$ cat src/rtl/pipeline_result_aggregator_pkg.sv
`default_nettype none
// ============================================================================
//  Module  : pipeline_result_aggregator_pkg
//  Brief   : Shared FSM encoding and tree-depth helpers for the aggregator.
//  Revision: 1.0
// ============================================================================
package pipeline_result_aggregator_pkg;

    typedef enum logic [1:0] {
        ST_WAIT = 2'd0,
        ST_GRAB = 2'd1,
        ST_TREE = 2'd2,
        ST_HOLD = 2'd3
    } state_t;

    // Tree depth: max(1, clog2(n)); a single pipe still gets one stage.
    function automatic int lvl_of(input int n);
        return (n <= 2) ? 1 : $clog2(n);
    endfunction

    // Operand width after a given number of pairwise adder levels.
    function automatic int lvl_width(input int base_w, input int lvl);
        return base_w + lvl;
    endfunction

endpackage : pipeline_result_aggregator_pkg
`default_nettype wire

$ cat src/rtl/pipeline_result_aggregator_if.sv
`default_nettype none
// ============================================================================
//  Module  : pipeline_result_aggregator_if
//  Brief   : Pipe-side and collector-side signal bundle of the aggregator.
//  Revision: 1.0
// ============================================================================
interface pipeline_result_aggregator_if
    import pipeline_result_aggregator_pkg::*;
#(
    parameter int NUM_PIPES = 4,
    parameter int SUM_W     = 51,
    parameter int CNT_W     = 16,
    parameter int ACT_W     = 2
);
    localparam int LVL = lvl_of(NUM_PIPES);

    logic [NUM_PIPES-1:0]                  pipeAvail;
    logic [NUM_PIPES*SUM_W-1:0]            pipeSums;
    logic [NUM_PIPES*CNT_W-1:0]            pipeCounts;
    logic [NUM_PIPES-1:0]                  pipeEcc;
    logic [NUM_PIPES*ACT_W-1:0]            pipeActivity;
    logic [NUM_PIPES-1:0]                  enableMask;
    logic [NUM_PIPES-1:0]                  pipeGrab;
    logic                                  resultValid;
    logic                                  resultReady;
    logic [lvl_width(SUM_W, LVL)-1:0]      resultSum;
    logic [lvl_width(CNT_W, LVL)-1:0]      resultCount;
    logic                                  eccClear;
    logic                                  eccStatus;
    logic [lvl_width(ACT_W, LVL)-1:0]      activityMeasure;
    logic                                  busy;

    modport master (
        output pipeAvail, pipeSums, pipeCounts, pipeEcc, pipeActivity,
               enableMask, resultReady, eccClear,
        input  pipeGrab, resultValid, resultSum, resultCount, eccStatus,
               activityMeasure, busy
    );

    modport slave (
        input  pipeAvail, pipeSums, pipeCounts, pipeEcc, pipeActivity,
               enableMask, resultReady, eccClear,
        output pipeGrab, resultValid, resultSum, resultCount, eccStatus,
               activityMeasure, busy
    );

endinterface : pipeline_result_aggregator_if
`default_nettype wire

$ cat src/rtl/pipeline_result_aggregator_adder_tree.sv
`default_nettype none
// ============================================================================
//  Module  : result_adder_tree
//  Brief   : Registered pairwise adder tree, zero-padded to a power of two.
//  Revision: 1.0
// ============================================================================
module result_adder_tree
    import pipeline_result_aggregator_pkg::*;
#(
    parameter int N = 4,
    parameter int W = 8,
    localparam int LVL = lvl_of(N),
    localparam int OW  = lvl_width(W, LVL)
) (
    input  wire logic           clk,
    input  wire logic           rst_n,
    input  wire logic [N*W-1:0] i_data,
    output logic      [OW-1:0]  o_sum
);
    localparam int P = 1 << LVL;

    // Missing leaves read as zero, so an odd leftover simply passes through.
    logic [P*W-1:0] w_leaf;
    assign w_leaf = (P*W)'(i_data);

    for (genvar l = 0; l < LVL; l++) begin : g_level
        localparam int NODES = P >> (l + 1);
        localparam int WI    = lvl_width(W, l);
        localparam int WO    = lvl_width(W, l + 1);

        logic [2*NODES*WI-1:0] w_in;
        logic [NODES*WO-1:0]   r_sum;

        if (l == 0) begin : g_first
            assign w_in = w_leaf;
        end else begin : g_next
            assign w_in = g_level[l-1].r_sum;
        end

        always_ff @(posedge clk or negedge rst_n) begin
            if (!rst_n) begin
                r_sum <= '0;
            end else begin
                for (int k = 0; k < NODES; k++) begin
                    r_sum[k*WO +: WO] <= WO'(w_in[(2*k)*WI +: WI])
                                       + WO'(w_in[(2*k+1)*WI +: WI]);
                end
            end
        end
    end

    assign o_sum = g_level[LVL-1].r_sum;

endmodule : result_adder_tree
`default_nettype wire

$ cat src/rtl/pipeline_result_aggregator.sv
`default_nettype none
// ============================================================================
//  Module  : pipeline_result_aggregator
//  Brief   : Grabs masked per-pipe sum/count results, reduces them through a
//            registered tree and holds one result for the collector.
//  Revision: 1.0
// ============================================================================
module pipeline_result_aggregator
    import pipeline_result_aggregator_pkg::*;
#(
    parameter int NUM_PIPES = 4,
    parameter int SUM_W     = 51,
    parameter int CNT_W     = 16,
    parameter int ACT_W     = 2
) (
    input  wire logic                    clk,
    input  wire logic                    rst_n,
    pipeline_result_aggregator_if.slave  bus
);
    localparam int LVL   = lvl_of(NUM_PIPES);
    localparam int CTR_W = $clog2(LVL + 1);
    localparam int OSW   = lvl_width(SUM_W, LVL);
    localparam int OCW   = lvl_width(CNT_W, LVL);
    localparam int OAW   = lvl_width(ACT_W, LVL);

    state_t                       r_state;
    logic [NUM_PIPES-1:0]         r_mask;
    logic [NUM_PIPES-1:0]         r_grab;
    logic                         r_valid;
    logic                         r_busy;
    logic                         r_ecc;
    logic [CTR_W-1:0]             r_ctr;
    logic [NUM_PIPES*SUM_W-1:0]   r_cap_sums;
    logic [NUM_PIPES*CNT_W-1:0]   r_cap_cnts;
    logic [NUM_PIPES*ACT_W-1:0]   r_act_in;

    logic [NUM_PIPES*SUM_W-1:0]   w_sums_masked;
    logic [NUM_PIPES*CNT_W-1:0]   w_cnts_masked;
    logic [OSW-1:0]               w_tree_sum;
    logic [OCW-1:0]               w_tree_cnt;
    logic [OAW-1:0]               w_tree_act;
    logic                         w_start;
    logic                         w_ecc_set;

    // Disabled pipes count as ready; an empty mask never starts a round.
    assign w_start   = (|bus.enableMask) && (&(bus.pipeAvail | ~bus.enableMask));
    assign w_ecc_set = |(bus.pipeEcc & bus.enableMask);

    for (genvar i = 0; i < NUM_PIPES; i++) begin : g_mask
        assign w_sums_masked[i*SUM_W +: SUM_W] =
            r_mask[i] ? bus.pipeSums[i*SUM_W +: SUM_W] : '0;
        assign w_cnts_masked[i*CNT_W +: CNT_W] =
            r_mask[i] ? bus.pipeCounts[i*CNT_W +: CNT_W] : '0;
    end

    always_ff @(posedge clk or negedge rst_n) begin
        if (!rst_n) begin
            r_state    <= ST_WAIT;
            r_mask     <= '0;
            r_grab     <= '0;
            r_valid    <= 1'b0;
            r_busy     <= 1'b0;
            r_ctr      <= '0;
            r_cap_sums <= '0;
            r_cap_cnts <= '0;
        end else begin
            case (r_state)
                ST_WAIT: begin
                    if (w_start) begin
                        r_mask  <= bus.enableMask;
                        r_grab  <= bus.enableMask;
                        r_busy  <= 1'b1;
                        r_state <= ST_GRAB;
                    end
                end
                ST_GRAB: begin
                    // Capture on the same edge that ends the grab pulse.
                    r_grab     <= '0;
                    r_cap_sums <= w_sums_masked;
                    r_cap_cnts <= w_cnts_masked;
                    r_ctr      <= CTR_W'(LVL - 1);
                    r_state    <= ST_TREE;
                end
                ST_TREE: begin
                    if (r_ctr == '0) begin
                        r_valid <= 1'b1;
                        r_state <= ST_HOLD;
                    end else begin
                        r_ctr <= r_ctr - 1'b1;
                    end
                end
                ST_HOLD: begin
                    if (bus.resultReady) begin
                        r_valid <= 1'b0;
                        r_busy  <= 1'b0;
                        r_state <= ST_WAIT;
                    end
                end
                default: begin
                    r_state <= ST_WAIT;
                end
            endcase
        end
    end

    // A clear beats a same-cycle set; a set on the following cycle re-arms.
    always_ff @(posedge clk or negedge rst_n) begin
        if (!rst_n) begin
            r_ecc <= 1'b0;
        end else if (bus.eccClear) begin
            r_ecc <= 1'b0;
        end else if (w_ecc_set) begin
            r_ecc <= 1'b1;
        end
    end

    // Input stage ahead of the activity tree gives it a fixed LVL+1 latency.
    always_ff @(posedge clk or negedge rst_n) begin
        if (!rst_n) begin
            r_act_in <= '0;
        end else begin
            r_act_in <= bus.pipeActivity;
        end
    end

    result_adder_tree #(.N(NUM_PIPES), .W(SUM_W)) u_sum_tree (
        .clk    (clk),
        .rst_n  (rst_n),
        .i_data (r_cap_sums),
        .o_sum  (w_tree_sum)
    );

    result_adder_tree #(.N(NUM_PIPES), .W(CNT_W)) u_cnt_tree (
        .clk    (clk),
        .rst_n  (rst_n),
        .i_data (r_cap_cnts),
        .o_sum  (w_tree_cnt)
    );

    result_adder_tree #(.N(NUM_PIPES), .W(ACT_W)) u_act_tree (
        .clk    (clk),
        .rst_n  (rst_n),
        .i_data (r_act_in),
        .o_sum  (w_tree_act)
    );

    assign bus.pipeGrab        = r_grab;
    assign bus.resultValid     = r_valid;
    assign bus.resultSum       = w_tree_sum;
    assign bus.resultCount     = w_tree_cnt;
    assign bus.eccStatus       = r_ecc;
    assign bus.activityMeasure = w_tree_act;
    assign bus.busy            = r_busy;

endmodule : pipeline_result_aggregator
`default_nettype wire

$ cat src/flat_wrapper.sv
// flat-port wrapper written by rule: the top's interface ports become plain ports
module pipeline_result_aggregator_flat import pipeline_result_aggregator_pkg::*;
#(
    parameter int NUM_PIPES = 4,
    parameter int SUM_W     = 51,
    parameter int CNT_W     = 16,
    parameter int ACT_W     = 2
)
  (clk, rst_n, bus_pipeAvail, bus_pipeSums, bus_pipeCounts, bus_pipeEcc, bus_pipeActivity, bus_enableMask, bus_resultReady, bus_eccClear, bus_pipeGrab, bus_resultValid, bus_resultSum, bus_resultCount, bus_eccStatus, bus_activityMeasure, bus_busy);
  pipeline_result_aggregator_if #(.NUM_PIPES(NUM_PIPES), .SUM_W(SUM_W), .CNT_W(CNT_W), .ACT_W(ACT_W)) bus_i ();
  input  wire logic clk;
  input  wire logic rst_n;
  input wire logic [$bits(bus_i.pipeAvail)-1:0] bus_pipeAvail;
  input wire logic [$bits(bus_i.pipeSums)-1:0] bus_pipeSums;
  input wire logic [$bits(bus_i.pipeCounts)-1:0] bus_pipeCounts;
  input wire logic [$bits(bus_i.pipeEcc)-1:0] bus_pipeEcc;
  input wire logic [$bits(bus_i.pipeActivity)-1:0] bus_pipeActivity;
  input wire logic [$bits(bus_i.enableMask)-1:0] bus_enableMask;
  input wire logic [$bits(bus_i.resultReady)-1:0] bus_resultReady;
  input wire logic [$bits(bus_i.eccClear)-1:0] bus_eccClear;
  output wire logic [$bits(bus_i.pipeGrab)-1:0] bus_pipeGrab;
  output wire logic [$bits(bus_i.resultValid)-1:0] bus_resultValid;
  output wire logic [$bits(bus_i.resultSum)-1:0] bus_resultSum;
  output wire logic [$bits(bus_i.resultCount)-1:0] bus_resultCount;
  output wire logic [$bits(bus_i.eccStatus)-1:0] bus_eccStatus;
  output wire logic [$bits(bus_i.activityMeasure)-1:0] bus_activityMeasure;
  output wire logic [$bits(bus_i.busy)-1:0] bus_busy;
  assign bus_i.pipeAvail = bus_pipeAvail;
  assign bus_i.pipeSums = bus_pipeSums;
  assign bus_i.pipeCounts = bus_pipeCounts;
  assign bus_i.pipeEcc = bus_pipeEcc;
  assign bus_i.pipeActivity = bus_pipeActivity;
  assign bus_i.enableMask = bus_enableMask;
  assign bus_i.resultReady = bus_resultReady;
  assign bus_i.eccClear = bus_eccClear;
  assign bus_pipeGrab = bus_i.pipeGrab;
  assign bus_resultValid = bus_i.resultValid;
  assign bus_resultSum = bus_i.resultSum;
  assign bus_resultCount = bus_i.resultCount;
  assign bus_eccStatus = bus_i.eccStatus;
  assign bus_activityMeasure = bus_i.activityMeasure;
  assign bus_busy = bus_i.busy;
  pipeline_result_aggregator #(.NUM_PIPES(NUM_PIPES), .SUM_W(SUM_W), .CNT_W(CNT_W), .ACT_W(ACT_W)) u_core (.clk(clk), .rst_n(rst_n), .bus(bus_i));
endmodule
$ cat config.mk
export PLATFORM = sky130hd
export DESIGN_NAME = pipeline_result_aggregator_flat
export DESIGN_NICKNAME = d
export VERILOG_FILES = /design/src/rtl/pipeline_result_aggregator_pkg.sv /design/src/rtl/pipeline_result_aggregator_if.sv /design/src/rtl/pipeline_result_aggregator_adder_tree.sv /design/src/rtl/pipeline_result_aggregator.sv /design/src/flat_wrapper.sv
export SDC_FILE = /design/constraint.sdc
export NUM_CORES = 1
export LEC_CHECK = 0
export ABC_AREA = 1
export CORE_MARGIN = 8
export CORE_UTILIZATION = 35
export CTS_CLUSTER_DIAMETER = 100
export DETAILED_ROUTE_END_ITERATION = 6
export HOLD_SLACK_MARGIN = 0.02
export RECOVER_POWER = 50
export SYNTH_ARGS = -nofsm -noshare
export SYNTH_HDL_FRONTEND = slang
export SYNTH_SLANG_ARGS = --single-unit
$ cat constraint.sdc
create_clock -name clk -period 5.83 [get_ports clk]
set_input_delay 1.166 -clock clk [delete_from_list [all_inputs] [get_ports clk]]
set_output_delay 1.166 -clock clk [all_outputs]
set_load 0.01 [all_outputs]
==> impl_metrics.yaml, run 1 <==
critical_path:
  critical_path.startpoint_type: "input pin"
  timing.critical_path.fanout_max: 96
  r2r.worst_path.cells: 6
  r2r_slack_ns: 3.24
  worst_path_required_time_ns: 5.80
  category_of_the_most_critical_setup_path: "input pin to asynchronous set/reset pin"
  worstReg2RegStart: "u_core.r_state[1]$_DFFE_PN0P_"
  critPathCapture: "u_core.r_mask[2]$_DFFE_PN0P_"
  biggest_cell_delay_along_the_critical_path_ns: 1.82
  crit_path_cell_trace: "clkbuf_2"
  worst_setup_path_startpoint: "rst_n"
  critical-path-slowest-cell: "sky130_fd_sc_hd__clkbuf_2"
  critical_path.endpoint_type: "asynchronous set/reset pin"
  worstReg2RegEnd: "u_core.r_cap_sums[184]$_DFFE_PN0P_"
  critical-path-top-delay-family: "buffers and inverters"
  arrival_ns: 3.04
  cp_num_buf_inv: 1
  path_depth: 1
cts:
  setup_fix_bufs_post_cts: 0
  numCtsBuffers: 59
  tritoncts_clock_tree: "done"
  postCtsResizedCells: 0
  clock_insertion_delay_worst_skew_ns: 0.65
  worst_path_clk_slew_ns: 0.06
  clock_tree.root_cell: "sky130_fd_sc_hd__clkbuf_16"
  clock_tree.buffer_depth: 3
  holdBufCountCts: 0
  tritoncts_num_sinks: 510
  clock_tree.htree_level_count: 2
yosys:
  synth_top_cell_area_share_pct: 39.4
  synth_area_um2: 32400
  ys_types: 42
  ys_seq_elements: 510
  syn-mean-instance-area_um2: 7.01
  synth_area_leaders: "sky130_fd_sc_hd__dfrtp_1 39%, sky130_fd_sc_hd__nand2_1 21%, sky130_fd_sc_hd__ha_1 8.2%, sky130_fd_sc_hd__inv_1 7.5%, sky130_fd_sc_hd__nand3_1 7.1%"
  synth_cells: 4618
  seq_area_frac_synth_pct: 39.4
  yosys_warnings: 0
  postSynthNetCount: 5132
  netlist.top_cell.by_area: "sky130_fd_sc_hd__dfrtp_1"
finish:
  areaGrowthSynthToFinish_pct: 21.8
  fraction_of_final_layout_cells_with_drive_strength_greater_than_1_pct: 3.21
  design.final.nets: 5486
route:
  detailed_route_vias_per_instance: 4.85
  wl_per_cell_um: 18.3
  finalWirelength_um: 113000
  initialDrtViolationCount: 2156
  detailroute.via_count: 30100
  drc: 0
  ant_nets: 0
  dr.pass1.iters: 5
floorplanning:
  fp.dieW_um: 320
  design.core.area_um2: 91700
  effective_utilization_at_floorplan_pct: 35.3
  row_count: 111
  die_h_um: 320
  fp.dieArea_um2: 103000
  ioPinCount: 374
sta:
  timing.final.setup_violations: 0
  finalMaxSlewViolations: 93
  fmax_mhz: 326
  hold-worst-slack_ns: 0.467
  fin_crit_sh_pct: 52.7
  max_slew.worst_pin.slew_ns: 2.65
  period_needed_ns: 3.07
  timing.setup.tns_ns: 0
  finClkSkew_ns: 0.0321
  max-slew-margin-rel_pct: -76.7
  timing.final.hold_violations: 0
  rsz0062_at_grt: "no"
grt:
  global_route.overflow_total: 0
  pin_count_of_the_biggest_net_entering_global_routing: 164
  antenna_violations_before_repair: 11
  first_global_vias: 30100
  grt_use_total_pct: 21.7
  grt_first_pass_wirelength_um: 174000
run_status:
  run_status: "finished with violations"
  failed_checks: "capacitance limit, slew limit"
pwr:
  max-vdd-ir-drop_mv: 0.279
  power_density_nw_per_um2: 446
  cellLeakagePower_uw: 0.0219
hold_path:
  holdCritPathClass: "flop to flop"
  hold_path_depth: 1
run:
  cap_violations: 1
placed_design:
  numPortBuffers: 373
  finalWeightedCongestion: 0.974
  place_hpwl_um: 93300
-- registers in the layout, summed over array words and instances, names as in the netlist --
| signal | count |
|---|---|
| u_core.bus.busy | 1 |
| u_core.u_act_tree.g_level.r_sum | 6 |
| u_core.u_sum_tree.g_level.r_sum | 104 |
| u_core.u_cnt_tree.g_level.r_sum | 34 |
| u_core.r_cap_sums | 204 |
| u_core.u_sum_tree.o_sum | 53 |
| u_core.r_ctr | 2 |
| u_core.r_cap_cnts | 64 |
| u_core.bus.pipeGrab | 4 |
| u_core.bus.resultValid | 1 |
| u_core.r_act_in | 8 |
| u_core.r_mask | 4 |
| u_core.u_cnt_tree.o_sum | 18 |
| u_core.bus.eccStatus | 1 |
| u_core.u_act_tree.o_sum | 4 |
| u_core.r_state | 2 |
-- power breakdown --
part | switching, uW | internal (uW) | total [uW]
sequential | 781 | 4750 | 5540
clock | 1550 | 2320 | 3870
combinational | 5410 | 2790 | 8190
total | 7740 | 9860 | 17600
-- synth_stat cells, drive strengths merged --
cell type	count
nand2	1842
inv	650
dfrtp	510
nand3	464
nor2	296
ha	213
a21oi	154
xor2	108
clkbuf	76
o21ai	65
nor3	48
nand4	43
o21bai	25
xnor2	18
buf	16
and2	14
nor4	11
nand3b	10
a21o	9
fa	9
a21boi	8
or2	7
a31oi	6
o21a	5
o311ai	3
o211ai	2
o22ai	2
a41oi	1
nor3b	1
o2111ai	1
o31ai	1
-- area by class of cell --
class | instances | area [um^2]
diodes | 4 | 10.0
clock buffers | 79 | 1670
clock inverters | 27 | 360
fillers | 9556 | 52200
inverters | 650 | 2450
multi-input cells | 3366 | 16800
flip-flops and latches | 510 | 12800
well taps | 1186 | 1480
repair buffers | 385 | 3890
-- kinds of logic (layout without fill, tap and decap cells) --
| family | Yosys count | after routing | synth area share [%] |
|---|---|---|---|
| other | 0 | 4 | 0 |
| flip-flops | 510 | 510 | 39.4 |
| adder cells (fa/ha/maj) | 222 | 222 | 8.78 |
| AND/OR/NAND/NOR | 2736 | 2736 | 34.9 |
| AO/OA/AOI/OAI | 282 | 282 | 4.84 |
| buffers and inverters | 742 | 1141 | 8.62 |
| XOR/XNOR | 126 | 126 | 3.41 |
-- metrics by stage --
stage / area (um^2) / std cells / utilization [%] / worst slack, ns / total power (uW)
floorplan: 32400 / 4618 / - / 3.85 / 10300
global placement: 37400 / 6097 / 40.9 / 3.04 / 13800
detailed placement: 37400 / 6097 / 40.9 / 3.06 / 13800
CTS: 39500 / 6203 / 43.1 / 2.94 / 17800
global route: 39500 / 6207 / 43.0 / 2.24 / 18900
finish: 39500 / 6207 / 43.0 / 2.76 / 17600
-- cells in the final DEF (no fill, tap or decap), types with 60 or more instances in the layout --
cell                                 n
sky130_fd_sc_hd__inv_1             649
sky130_fd_sc_hd__dfrtp_1           506
sky130_fd_sc_hd__nor2_1            281
sky130_fd_sc_hd__nand2_1          1835
sky130_fd_sc_hd__ha_1              212
sky130_fd_sc_hd__o21ai_0            63
sky130_fd_sc_hd__clkdlybuf4s50_1   363
sky130_fd_sc_hd__clkbuf_16          60
sky130_fd_sc_hd__a21oi_1           154
sky130_fd_sc_hd__nand3_1           462
sky130_fd_sc_hd__xor2_1            108
-- layer usage --
layer / vias to the layer above / global-route usage [%] / share of wire [%] / wire length (um)
met5: - / 0 / 0.036 / 41
met4: 6 / 6.51 / 2.9 / 3290
met3: 157 / 3.99 / 6.0 / 6810
met2: 766 / 35.3 / 45 / 51500
met1: 14000 / 29.2 / 46 / 51700
li1: 15200 / - / - / -
-- how the worst min path moves through the flow --
stage / from / end / slack [ns]
6_report: u_core.u_sum_tree.g_level[0].r_sum[52]$_DFF_PN0_ / u_core.u_sum_tree.o_sum[0]$_DFF_PN0_ / 0.47
3_5_place_dp: u_core.u_sum_tree.g_level[0].r_sum[52]$_DFF_PN0_ / u_core.u_sum_tree.o_sum[0]$_DFF_PN0_ / 0.45
3_3_place_gp: u_core.r_act_in[6]$_DFF_PN0_ / u_core.u_act_tree.g_level[0].r_sum[3]$_DFF_PN0_ / 0.46
4_1_cts: u_core.u_sum_tree.g_level[0].r_sum[52]$_DFF_PN0_ / u_core.u_sum_tree.o_sum[0]$_DFF_PN0_ / 0.47
5_1_grt: u_core.u_sum_tree.g_level[0].r_sum[52]$_DFF_PN0_ / u_core.u_sum_tree.o_sum[0]$_DFF_PN0_ / 0.49
2_1_floorplan: u_core.r_act_in[2]$_DFF_PN0_ / u_core.u_act_tree.g_level[0].r_sum[0]$_DFF_PN0_ / 0.44
(Power assumes the default switching activity.)
==> run 2, diff against run 1 <==
==> constraint.sdc (replaced) <==
create_clock -name clk -period 3.1 [get_ports clk]
set_input_delay 0.62 -clock clk [delete_from_list [all_inputs] [get_ports clk]]
set_output_delay 0.62 -clock clk [all_outputs]
set_load 0.01 [all_outputs]
==> run 2 against run 1 <==
Net effect:
- the flow still finishes with violations (capacitance limit, slew limit)
- clock power up 99%
- count of clock-buffer cells in the layout shrank 2
- sequential power rose by 90%
- register-to-register slack got worse by 2.7 ns
- routed wire length increased by 3.1%
- sequential cell count did not move
- final area is 0.76% higher
- critical path depth grew 9
- sequential share of layout area is 0.24 points lower
- first-iteration DRC count increased by 11%
- global-route usage grew 0.64 points
- via count grew 0.73%
- largest cell class unchanged
- largest power group unchanged
- highest routed layer unchanged
==> impl_metrics.yaml, run 2 (same netlist as run 1, synthesis figures left out) <==
run_status:
  run_status: "finished with violations"
  failed_checks: "capacitance limit, slew limit"
finish:
  layout.cells.most_common_list: "1835 x sky130_fd_sc_hd__nand2_1, 649 x sky130_fd_sc_hd__inv_1, 506 x sky130_fd_sc_hd__dfrtp_1"
  fraction_of_final_layout_cells_with_drive_strength_greater_than_1_pct: 3.65
  layout.cells.most_common: "sky130_fd_sc_hd__nand2_1"
  areaGrowthSynthToFinish_pct: 22.8
  biggestRegsByFlops: "u_core.r_cap_sums: 204 flops, u_core.u_sum_tree.g_level.r_sum: 104 flops, u_core.r_cap_cnts: 64 flops"
  largest_register_ff_count: 204
  top_register: "u_core.r_cap_sums"
  design.final.nets: 5510
sta:
  timing.final.setup_violations: 0
  timing.setup.tns_ns: 0
  finClkSkew_ns: 0.0398
  max_slew.worst_pin.slew_ns: 1.58
  fmax_mhz: 393
  finalMaxSlewViolations: 31
  max-slew-margin-rel_pct: -5.14
  fin_crit_sh_pct: 82.1
  timing.final.hold_violations: 0
  final_critical_path_setup_slack_ns: 0.554
  period_needed_ns: 2.55
  rsz0062_at_grt: "no"
pwr:
  clockPowerShare_pct: 22.9
  max-vdd-ir-drop_mv: 0.449
  power.switching_uw: 14800
  netSwitchingFraction_pct: 43.9
  cellLeakagePower_uw: 0.0221
  p_seq_share_pct: 31.3
  power_density_nw_per_um2: 846
  pwr-share-comb_pct: 45.7
  int_pwr_uw: 18900
floorplanning:
  ioPinCount: 374
  design.core.area_um2: 91700
  row_count: 111
  fp.dieArea_um2: 103000
  effective_utilization_at_floorplan_pct: 35.3
  fp.dieW_um: 320
  die_h_um: 320
run:
  cap_violations: 1
grt:
  grt_first_pass_wirelength_um: 178000
  pin_count_of_the_biggest_net_entering_global_routing: 140
  grt_use_total_pct: 22.3
  antenna_violations_before_repair: 11
  first_global_vias: 30100
  global_route.overflow_total: 0
critical_path:
  biggest_cell_delay_along_the_critical_path_ns: 0.44
  worst_path_required_time_ns: 3.60
  critical_path.startpoint_type: "flop"
  critical-path-slowest-cell: "sky130_fd_sc_hd__ha_1"
  critical-path-top-delay-family: "simple AND/OR/NAND/NOR gates"
  arrival_ns: 3.04
  crit_path_cell_trace: "ha_1 > nand2_1 > nor2_1 > inv_1 > nor2_2 > nand2_1 > nand2_1 > nand2_1 > nand4_1 > nand2_1"
  critical_path.endpoint_type: "flop"
  category_of_the_most_critical_setup_path: "flop to flop"
  most_frequent_cell_on_the_critical_path: "sky130_fd_sc_hd__nand2_1"
  cp_num_buf_inv: 1
  timing.critical_path.fanout_max: 5
route:
  wl_per_cell_um: 18.7
  detailroute.via_count: 30300
  drc: 0
  initialDrtViolationCount: 2396
  ant_nets: 0
  dr.pass1.iters: 6
  detailed_route_vias_per_instance: 4.86
  finalWirelength_um: 117000
placed_design:
  finalWeightedCongestion: 0.995
  place_hpwl_um: 96900
  numPortBuffers: 373
  place_ws_ns: 0.556
cts:
  clock_tree.buffer_depth: 3
  clock_tree.root_cell: "sky130_fd_sc_hd__clkbuf_16"
  worst_path_clk_slew_ns: 0.06
  clock_insertion_delay_worst_skew_ns: 0.64
  numCtsBuffers: 60
  tritoncts_num_sinks: 510
  tritoncts_clock_tree: "done"
  clock_tree.htree_level_count: 2
hold_path:
  holdCritPathClass: "flop to flop"
-- run 2: cell types whose count changed in the layout (fill, tap and decap cells not counted), sizes merged --
| cell | delta |
|---|---|
| buf | +7 |
| bufinv | +2 |
| clkbuf | +13 |
| clkinv | +5 |
| clkinvlp | +5 |
| diode | +2 |
| dlygate4sd3 | +1 |
| inv | -3 |
-- run 2: final timing paths --
kind | startpoint | end | slack [ns] | depth (start not counted)
worst max-delay path | u_core.u_sum_tree.g_level[0].r_sum[23]$_DFF_PN0_ | u_core.u_sum_tree.o_sum[43]$_DFF_PN0_ | 0.55 | 10
worst min-delay path | u_core.r_act_in[6]$_DFF_PN0_ | u_core.u_act_tree.g_level[0].r_sum[3]$_DFF_PN0_ | 0.47 | 1
worst max register to register | u_core.u_sum_tree.g_level[0].r_sum[23]$_DFF_PN0_ | u_core.u_sum_tree.o_sum[43]$_DFF_PN0_ | 0.55 | 10
worst min register to register | u_core.r_act_in[6]$_DFF_PN0_ | u_core.u_act_tree.g_level[0].r_sum[3]$_DFF_PN0_ | 0.47 | 1
max in group asynchronous | rst_n | u_core.r_cap_cnts[50]$_DFFE_PN0P_ | 0.65 | 3
min in group asynchronous | rst_n | u_core.bus.eccStatus$_DFFE_PN0P_ | 0.54 | 2
-- run 2: power by group through the flow --
stage          sequential, uW  clock, uW  combinational [uW]
3_3_place_gp            10700          0               15400
3_5_place_dp            10700          0               15400
5_1_grt                 10700       8190               17200
4_1_cts                 10600       7920               15500
2_1_floorplan           10000          0                9400
6_report                10500       7720               15400
-- run 2: worst register-to-register path: stages (launching register included) --
cell and delay [ns]:
sky130_fd_sc_hd__dfrtp_1 0.39, sky130_fd_sc_hd__ha_1 0.44, sky130_fd_sc_hd__nand2_1 0.15, sky130_fd_sc_hd__nor2_1 0.24, sky130_fd_sc_hd__inv_1 0.15, sky130_fd_sc_hd__nor2_2 0.37
sky130_fd_sc_hd__nand2_1 0.26, sky130_fd_sc_hd__nand2_1 0.15, sky130_fd_sc_hd__nand2_1 0.09, sky130_fd_sc_hd__nand4_1 0.10, sky130_fd_sc_hd__nand2_1 0.05
-- run 2: cell type report --
type / instances / area (um^2)
Fill cell: 9555 / 51900
Clock inverter: 36 / 490
Tap cell: 1186 / 1480
Clock buffer: 77 / 1700
Multi-Input combinational cell: 3366 / 16800
Antenna cell: 6 / 15.0
Inverter: 650 / 2450
Timing Repair Buffer: 408 / 4020
Sequential cell: 510 / 12800
-- run 2: per-stage QoR --
stage / area, um^2 / cells / utilization, % / power, uW / hold WS (ns)
floorplan: 32400 / 4618 / - / 19400 / 0.324
global placement: 37700 / 6119 / 41.1 / 26100 / 0.454
detailed placement: 37700 / 6119 / 41.1 / 26000 / 0.457
CTS: 39900 / 6233 / 43.5 / 34000 / 0.369
global route: 39800 / 6236 / 43.4 / 36100 / 0.479
finish: 39800 / 6239 / 43.4 / 33600 / 0.467
-- run 2: routing by layer --
metal  up-vias  GRT usage, %  share of wire (%)
met3       159          4.51                6.5
met2       752          36.3                 45
met5         -             0              0.023
li1      15200             -                  -
met1     14200          29.9                 45
met4         4          6.36                2.9
-- run 2: what timing repair did --
| item | 4_1_cts | 5_1_grt |
|---|---|---|
| gates resized for setup | 0 | 0 |
| buffers inserted | 0 | 0 |
| endpoints found under the setup margin | 0 | 0 |
| hold endpoints to repair | 47 | 0 |
| hold buffers | 1 | 0 |
